==> src/rtl/max7219_chain_monitor.sv <==
// Passive monitor for a cascaded MAX7219 SPI chain: frames, length errors, frame count.
// Optional per-device digit-row shadow memory under `define MAX7219_CHAIN_MONITOR_SHADOW_EN.
module max7219_chain_monitor #(
  parameter int G_NB_MATRIX   = 8,
  parameter int G_SYNC_STAGES = 2
) (
  input  logic                      clk,
  input  logic                      rst_n,
  input  logic                      i_max7219_clk,
  input  logic                      i_max7219_din,
  input  logic                      i_max7219_load,
  output logic                      o_frame_received,
  output logic                      o_load_received,
  output logic [G_NB_MATRIX*16-1:0] o_data_received,
  output logic                      o_error,
  output logic [1:0]                o_error_code,
  output logic [15:0]               o_frame_cnt,
  input  logic [3:0]                i_rd_matrix,
  input  logic [2:0]                i_rd_row,
  output logic [7:0]                o_rd_data
);

  localparam int W  = G_NB_MATRIX * 16;
  localparam int CW = $clog2(W + 2);
  localparam logic [CW-1:0] FULL = CW'(W);
  localparam logic [CW-1:0] SAT  = CW'(W + 1);

  localparam logic [1:0] ST_IDLE  = 2'd0;
  localparam logic [1:0] ST_SHIFT = 2'd1;
  localparam logic [1:0] ST_OVF   = 2'd2;

  logic [G_SYNC_STAGES-1:0] sync_clk, sync_din, sync_load;
  logic          clk_prev, load_prev;
  logic          spi_rise, load_rise, din_q;
  logic [W-1:0]  sr, sr_nx;
  logic [CW-1:0] cnt, cnt_nx;
  logic [1:0]    state, state_nx;
  logic          frame_hit, valid, short_f, long_f;

  // Edge pulses are registered together with the matching din sample so they stay aligned.
  always_ff @(posedge clk or negedge rst_n) begin
    if (!rst_n) begin
      sync_clk  <= '0;
      sync_din  <= '0;
      sync_load <= '0;
      clk_prev  <= 1'b0;
      load_prev <= 1'b0;
      spi_rise  <= 1'b0;
      load_rise <= 1'b0;
      din_q     <= 1'b0;
    end else begin
      sync_clk  <= {sync_clk[G_SYNC_STAGES-2:0], i_max7219_clk};
      sync_din  <= {sync_din[G_SYNC_STAGES-2:0], i_max7219_din};
      sync_load <= {sync_load[G_SYNC_STAGES-2:0], i_max7219_load};
      clk_prev  <= sync_clk[G_SYNC_STAGES-1];
      load_prev <= sync_load[G_SYNC_STAGES-1];
      spi_rise  <= sync_clk[G_SYNC_STAGES-1] & ~clk_prev;
      load_rise <= sync_load[G_SYNC_STAGES-1] & ~load_prev;
      din_q     <= sync_din[G_SYNC_STAGES-1];
    end
  end

  // A shift coinciding with a load edge is applied first; the load sees the post-shift length.
  always_comb begin
    sr_nx    = sr;
    cnt_nx   = cnt;
    state_nx = state;
    if (spi_rise) begin
      sr_nx = {sr[W-2:0], din_q};
      if (cnt != SAT) cnt_nx = cnt + 1'b1;
    end
    case (state)
      ST_IDLE:  if (spi_rise) state_nx = ST_SHIFT;
      ST_SHIFT: if (cnt_nx > FULL) state_nx = ST_OVF;
      ST_OVF:   state_nx = ST_OVF;
      default:  state_nx = ST_IDLE;
    endcase
    frame_hit = spi_rise && (cnt_nx[3:0] == 4'd0) && (cnt_nx != '0) && (cnt_nx <= FULL);
    valid     = load_rise && (state_nx == ST_SHIFT) && (cnt_nx == FULL);
    short_f   = load_rise && (state_nx == ST_SHIFT) && (cnt_nx != FULL);
    long_f    = load_rise && (state_nx == ST_OVF);
  end

  always_ff @(posedge clk or negedge rst_n) begin
    if (!rst_n) begin
      sr               <= '0;
      cnt              <= '0;
      state            <= ST_IDLE;
      o_frame_received <= 1'b0;
      o_load_received  <= 1'b0;
      o_data_received  <= '0;
      o_error          <= 1'b0;
      o_error_code     <= 2'b00;
      o_frame_cnt      <= '0;
    end else begin
      sr               <= sr_nx;
      cnt              <= load_rise ? '0 : cnt_nx;
      state            <= load_rise ? ST_IDLE : state_nx;
      o_frame_received <= frame_hit;
      o_load_received  <= valid;
      o_error          <= short_f | long_f;
      if (valid) begin
        o_data_received <= sr_nx;
        if (o_frame_cnt != 16'hFFFF) o_frame_cnt <= o_frame_cnt + 16'd1;
      end
      if (short_f) o_error_code <= 2'b01;
      if (long_f)  o_error_code <= 2'b10;
    end
  end

`ifdef MAX7219_CHAIN_MONITOR_SHADOW_EN
  // Sized for the full 4-bit index; rows of absent devices stay constant zero.
  logic [7:0] shadow [16][8];

  always_ff @(posedge clk or negedge rst_n) begin
    if (!rst_n) begin
      for (int unsigned d = 0; d < 16; d++)
        for (int unsigned r = 0; r < 8; r++)
          shadow[d][r] <= '0;
    end else if (valid) begin
      for (int unsigned d = 0; d < G_NB_MATRIX; d++)
        if (sr_nx[d*16+8 +: 4] >= 4'd1 && sr_nx[d*16+8 +: 4] <= 4'd8)
          shadow[d][3'(sr_nx[d*16+8 +: 4] - 4'd1)] <= sr_nx[d*16 +: 8];
    end
  end

  assign o_rd_data = ({1'b0, i_rd_matrix} < 5'(G_NB_MATRIX)) ? shadow[i_rd_matrix][i_rd_row] : '0;
`else
  logic unused_rd;
  assign unused_rd = ^{i_rd_matrix, i_rd_row};
  assign o_rd_data = '0;
`endif

endmodule

==> config.mk <==
export PLATFORM = sky130hd
export DESIGN_NAME = max7219_chain_monitor
export DESIGN_NICKNAME = d
export VERILOG_FILES = /design/src/rtl/max7219_chain_monitor.sv
export SDC_FILE = /design/constraint.sdc
export NUM_CORES = 1
export LEC_CHECK = 0
export CAP_MARGIN = 10
export CORE_AREA = 2 2 143 145
export DETAILED_ROUTE_END_ITERATION = 6
export DIE_AREA = 0 0 145 147
export DONT_BUFFER_PORTS = 1
export PLACE_DENSITY = 0.75
export SLEW_MARGIN = 10
export SYNTH_ARGS = -nofsm -noshare
export SYNTH_HDL_FRONTEND = slang
export SYNTH_SLANG_ARGS = --single-unit
==> constraint.sdc <==
create_clock -name clk -period 3.1 [get_ports clk]
set_input_delay 0.31 -clock clk [delete_from_list [all_inputs] [get_ports clk]]
set_output_delay 0.31 -clock clk [all_outputs]
set_load 0.01 [all_outputs]
==> impl_results.md <==
* Status: finished with violations
* Violated checks: hold timing
* First-pass GRT wire length at 31.4 mm
* Placed cells at between 900 and 1000
* Synth async-reset ratio at 1.00
* Vias in the first global route at roughly 6000
* Critical path startpoint category: flip-flop
* Post-Route Setup TNS at 0 ns
* Setup bufs post-CTS at 0
* Initial cell density of the core at 0.579
* Final Hold Fails at around 300
* # rows at 52
* VDD IR-drop max at around 0.00050 V
* Req. time, crit path at about 3.5 ns
* Post-Syn Area per Cell at between 15 and 20 um2
* CP Buf/Inv Count at 3
* Critical path's largest stage delay at 0.48 ns
* Share of cells above drive strength 1 at 0.343
* Worst Tran Pin Value at 0.685 ns
* Yosys cell types at 45
* Crit path DAT at about 3.3 ns
* DR vias/cell at about 5.6
* CTS sink count at a little under 300
* CTS tree: done
* Mapped Area at between 0.01 and 0.015 mm2
* Flops & latches, synth at 298
* Design area at roughly 0.013 mm2
* Non-Filler Instances at between 1000 and 1500
* Crit path capture type: flip-flop
* LEAKAGE at roughly 0.0065 uW
* Die width at between 100 and 150 um
* Cts bufs inserted at 29
* Power per cell area at 619 mW/mm2
* Crit path kind: reg -> reg
* Hpwl dp at roughly 12 mm
* Slowest-stage cell, CP: dfrtp_1
* Clock period minus worst slack at roughly 2.9 ns
* Cell chosen for the clock root: clkbuf_16
* Placer Congestion at 0.803
* Ant diodes at 0
* Hold Crit Class: in -> async
* Total power at 7910 uW
* Height of the die at between 100 and 150 um
* H-tree levels at 1
* Core Region at slightly below 0.02 mm2
* Syn-to-layout area delta at 11.3%
* Synth warn at 0
* Overflow after GRT at 0
* Top_reg_cell synth: dfrtp_1
* Min Hold Slack at -0.526 ns
* DRC at 0
* Fin util at 0.644
* Slew Limit Fails at 0
* Ratio of final minimum period to clock period at 0.938
* Peak Freq at 0.344 GHz
* Critical path startpoint: cnt[1]
* Initial antenna violation count at 0
* Final wirelength at between 15 and 20 mm
* Die area at approximately 0.021 mm2
* 1st-iter DRT viols at approximately 300
* Top Ports at 169
* Via count at just under 6000
* Clk_lat worst skew at approximately 0.53 ns
* Final ANT Viol Nets at 0
* Post-synth EDFFs at 0
* Unrepaired setup endpoints after global routing: no
* Clock slew seen by the registers of the worst setup and hold paths at ~0.060 ns
* Router iterations before antenna repair at 4
* Cell family with most CP delay: simple AND/OR/NAND/NOR gates
* Placed instance area at 0.0117 mm2
* Critical path, cell by cell: inv_1, ha_1, or3b_2, o22ai_1, a22oi_1, nor4_4, buf_4, buf_12, mux2_2
* Synth Instances at ~740
* Maxcap violations at 0
* Most frequent cells in the layout: dfrtp_1, mux2_2, mux2_1, clkbuf_16, xor2_1
* Crit-path max FO at 29
* Max Clock Skew at slightly below 0.01 ns
* Rel. slew slack at 0.540
* Pin count of the biggest net entering global routing at ~300
* Most common cell after layout, fill and taps aside: dfrtp_1
* Layout net count at 757
* Critical R2R Launch: cnt[1]
* Post_cts resized at 0
* WL/cell at about 18 um
* # hold bufs at CTS at 3
* Overall routing resource usage at 0.178
* Final setup fails at 0
* Post-synthesis sequential area ratio at 0.649
* Clock tree buffer depth at 3
* IO Port Bufs at 0
final timing paths:
check	to	cells after the start	slack [ns]
min reg2reg	sync_din[1]	0	0.35
max	o_data_received[17]	9	0.19
max reg2reg	o_data_received[17]	9	0.19
min in group clk	sync_load[0]	1	0.33
min	o_data_received[99]	0	-0.53
max in group asynchronous	o_data_received[8]	0	3.16
logic make-up (layout without fill, tap and decap cells):
| kind of cell | Yosys count | count (layout) | synth area share |
|---|---|---|---|
| adders and majority gates | 3 | 3 | 0.00327 |
| other | 1 | 8 | 0.000326 |
| buffers and inverters | 46 | 67 | 0.0212 |
| DFF | 298 | 298 | 0.649 |
| xor gates and xnor gates | 18 | 18 | 0.0137 |
| AOI/OAI and AO/OA | 23 | 23 | 0.0135 |
| muxes | 260 | 260 | 0.255 |
| and+or+nand+nor | 87 | 87 | 0.0441 |
flip-flops by register name (all words and copies together), names as in the netlist:
register          cells
o_load_received       1
load_rise             1
o_data_received     128
o_frame_cnt          16
din_q                 1
sync_clk              2
spi_rise              1
sr                  128
o_error               1
o_frame_received      1
sync_din              2
clk_prev              1
cnt                   8
state                 2
o_error_code          2
load_prev             1
sync_load             2
metal layers:
layer / vias to the layer above / part of all wire / wire (um) / global-route usage
li1: 2621 / - / - / -
met1: 2992 / 0.42 / 7770 / 0.228
met2: 162 / 0.47 / 8850 / 0.289
met3: 33 / 0.088 / 1640 / 0.0689
met4: 0 / 0.021 / 391 / 0.0455
met5: - / 0 / 0 / 0
cells in the mapped netlist (2+ instances only):
| master | number | area, um2 |
|---|---|---|
| xnor2_1 | 2 | 17.5 |
| dfrtp_1 | 298 | 7460 |
| mux2_1 | 61 | 687 |
| or3_1 | 2 | 12.5 |
| nor3b_1 | 2 | 15.0 |
| and4_1 | 2 | 17.5 |
| nor3_1 | 9 | 45.0 |
| and3_1 | 3 | 18.8 |
| ha_1 | 3 | 37.5 |
| nand4_1 | 5 | 31.3 |
| nand3_1 | 11 | 55.1 |
| nand2b_1 | 3 | 18.8 |
| nor4_4 | 2 | 42.5 |
| o31ai_1 | 2 | 15.0 |
| mux2_2 | 198 | 2230 |
| o21ai_0 | 5 | 25.0 |
| buf_2 | 9 | 45.0 |
| nand3b_1 | 2 | 15.0 |
| nor2_1 | 14 | 52.6 |
| inv_1 | 3 | 11.3 |
| buf_4 | 14 | 105 |
| xor2_1 | 16 | 140 |
| nor2b_1 | 6 | 37.5 |
| nor4_1 | 7 | 43.8 |
| a21oi_1 | 6 | 30.0 |
| clkbuf_1 | 19 | 71.3 |
| nand2_1 | 14 | 52.6 |
layout make-up:
| type | instances | area, um2 |
|---|---|---|
| sequential | 298 | 7460 |
| fill | 1407 | 7060 |
| multi-input combinational | 399 | 3810 |
| clock buffer | 44 | 882 |
| tap | 270 | 338 |
| timing repair buffer | 11 | 153 |
| clock inverter | 9 | 124 |
| inverter | 3 | 11.3 |
where the power goes:
part / total (uW) / internal, uW / switching (uW) / leakage (uW)
sequential: 4050 / 3990 / 60.0 / 0.00411
clock: 3590 / 2200 / 1390 / 0.000502
combinational: 271 / 133 / 138 / 0.00186
total: 7910 / 6330 / 1590 / 0.00647
per-stage QoR:
| step | setup slack, ns | hold slack, ns |
|---|---|---|
| final | 0.191 | -0.526 |
| after global routing | 0.0292 | -0.554 |
| after CTS | 0.161 | -0.546 |
| after detailed placement | 0.185 | 0.0212 |
| after global placement | 0.264 | 0.0244 |
| after floorplan | 0.412 | 0.0144 |
worst register-to-register path: stages (launching register included):
cell and delay (ns):
dfrtp_1 0.48, inv_1 0.09, ha_1 0.18, or3b_2 0.48, o22ai_1 0.18, a22oi_1 0.18, nor4_4 0.38, buf_4 0.24
buf_12 0.21, mux2_2 0.37
Note: power is estimated with default switching activity, not from simulation.
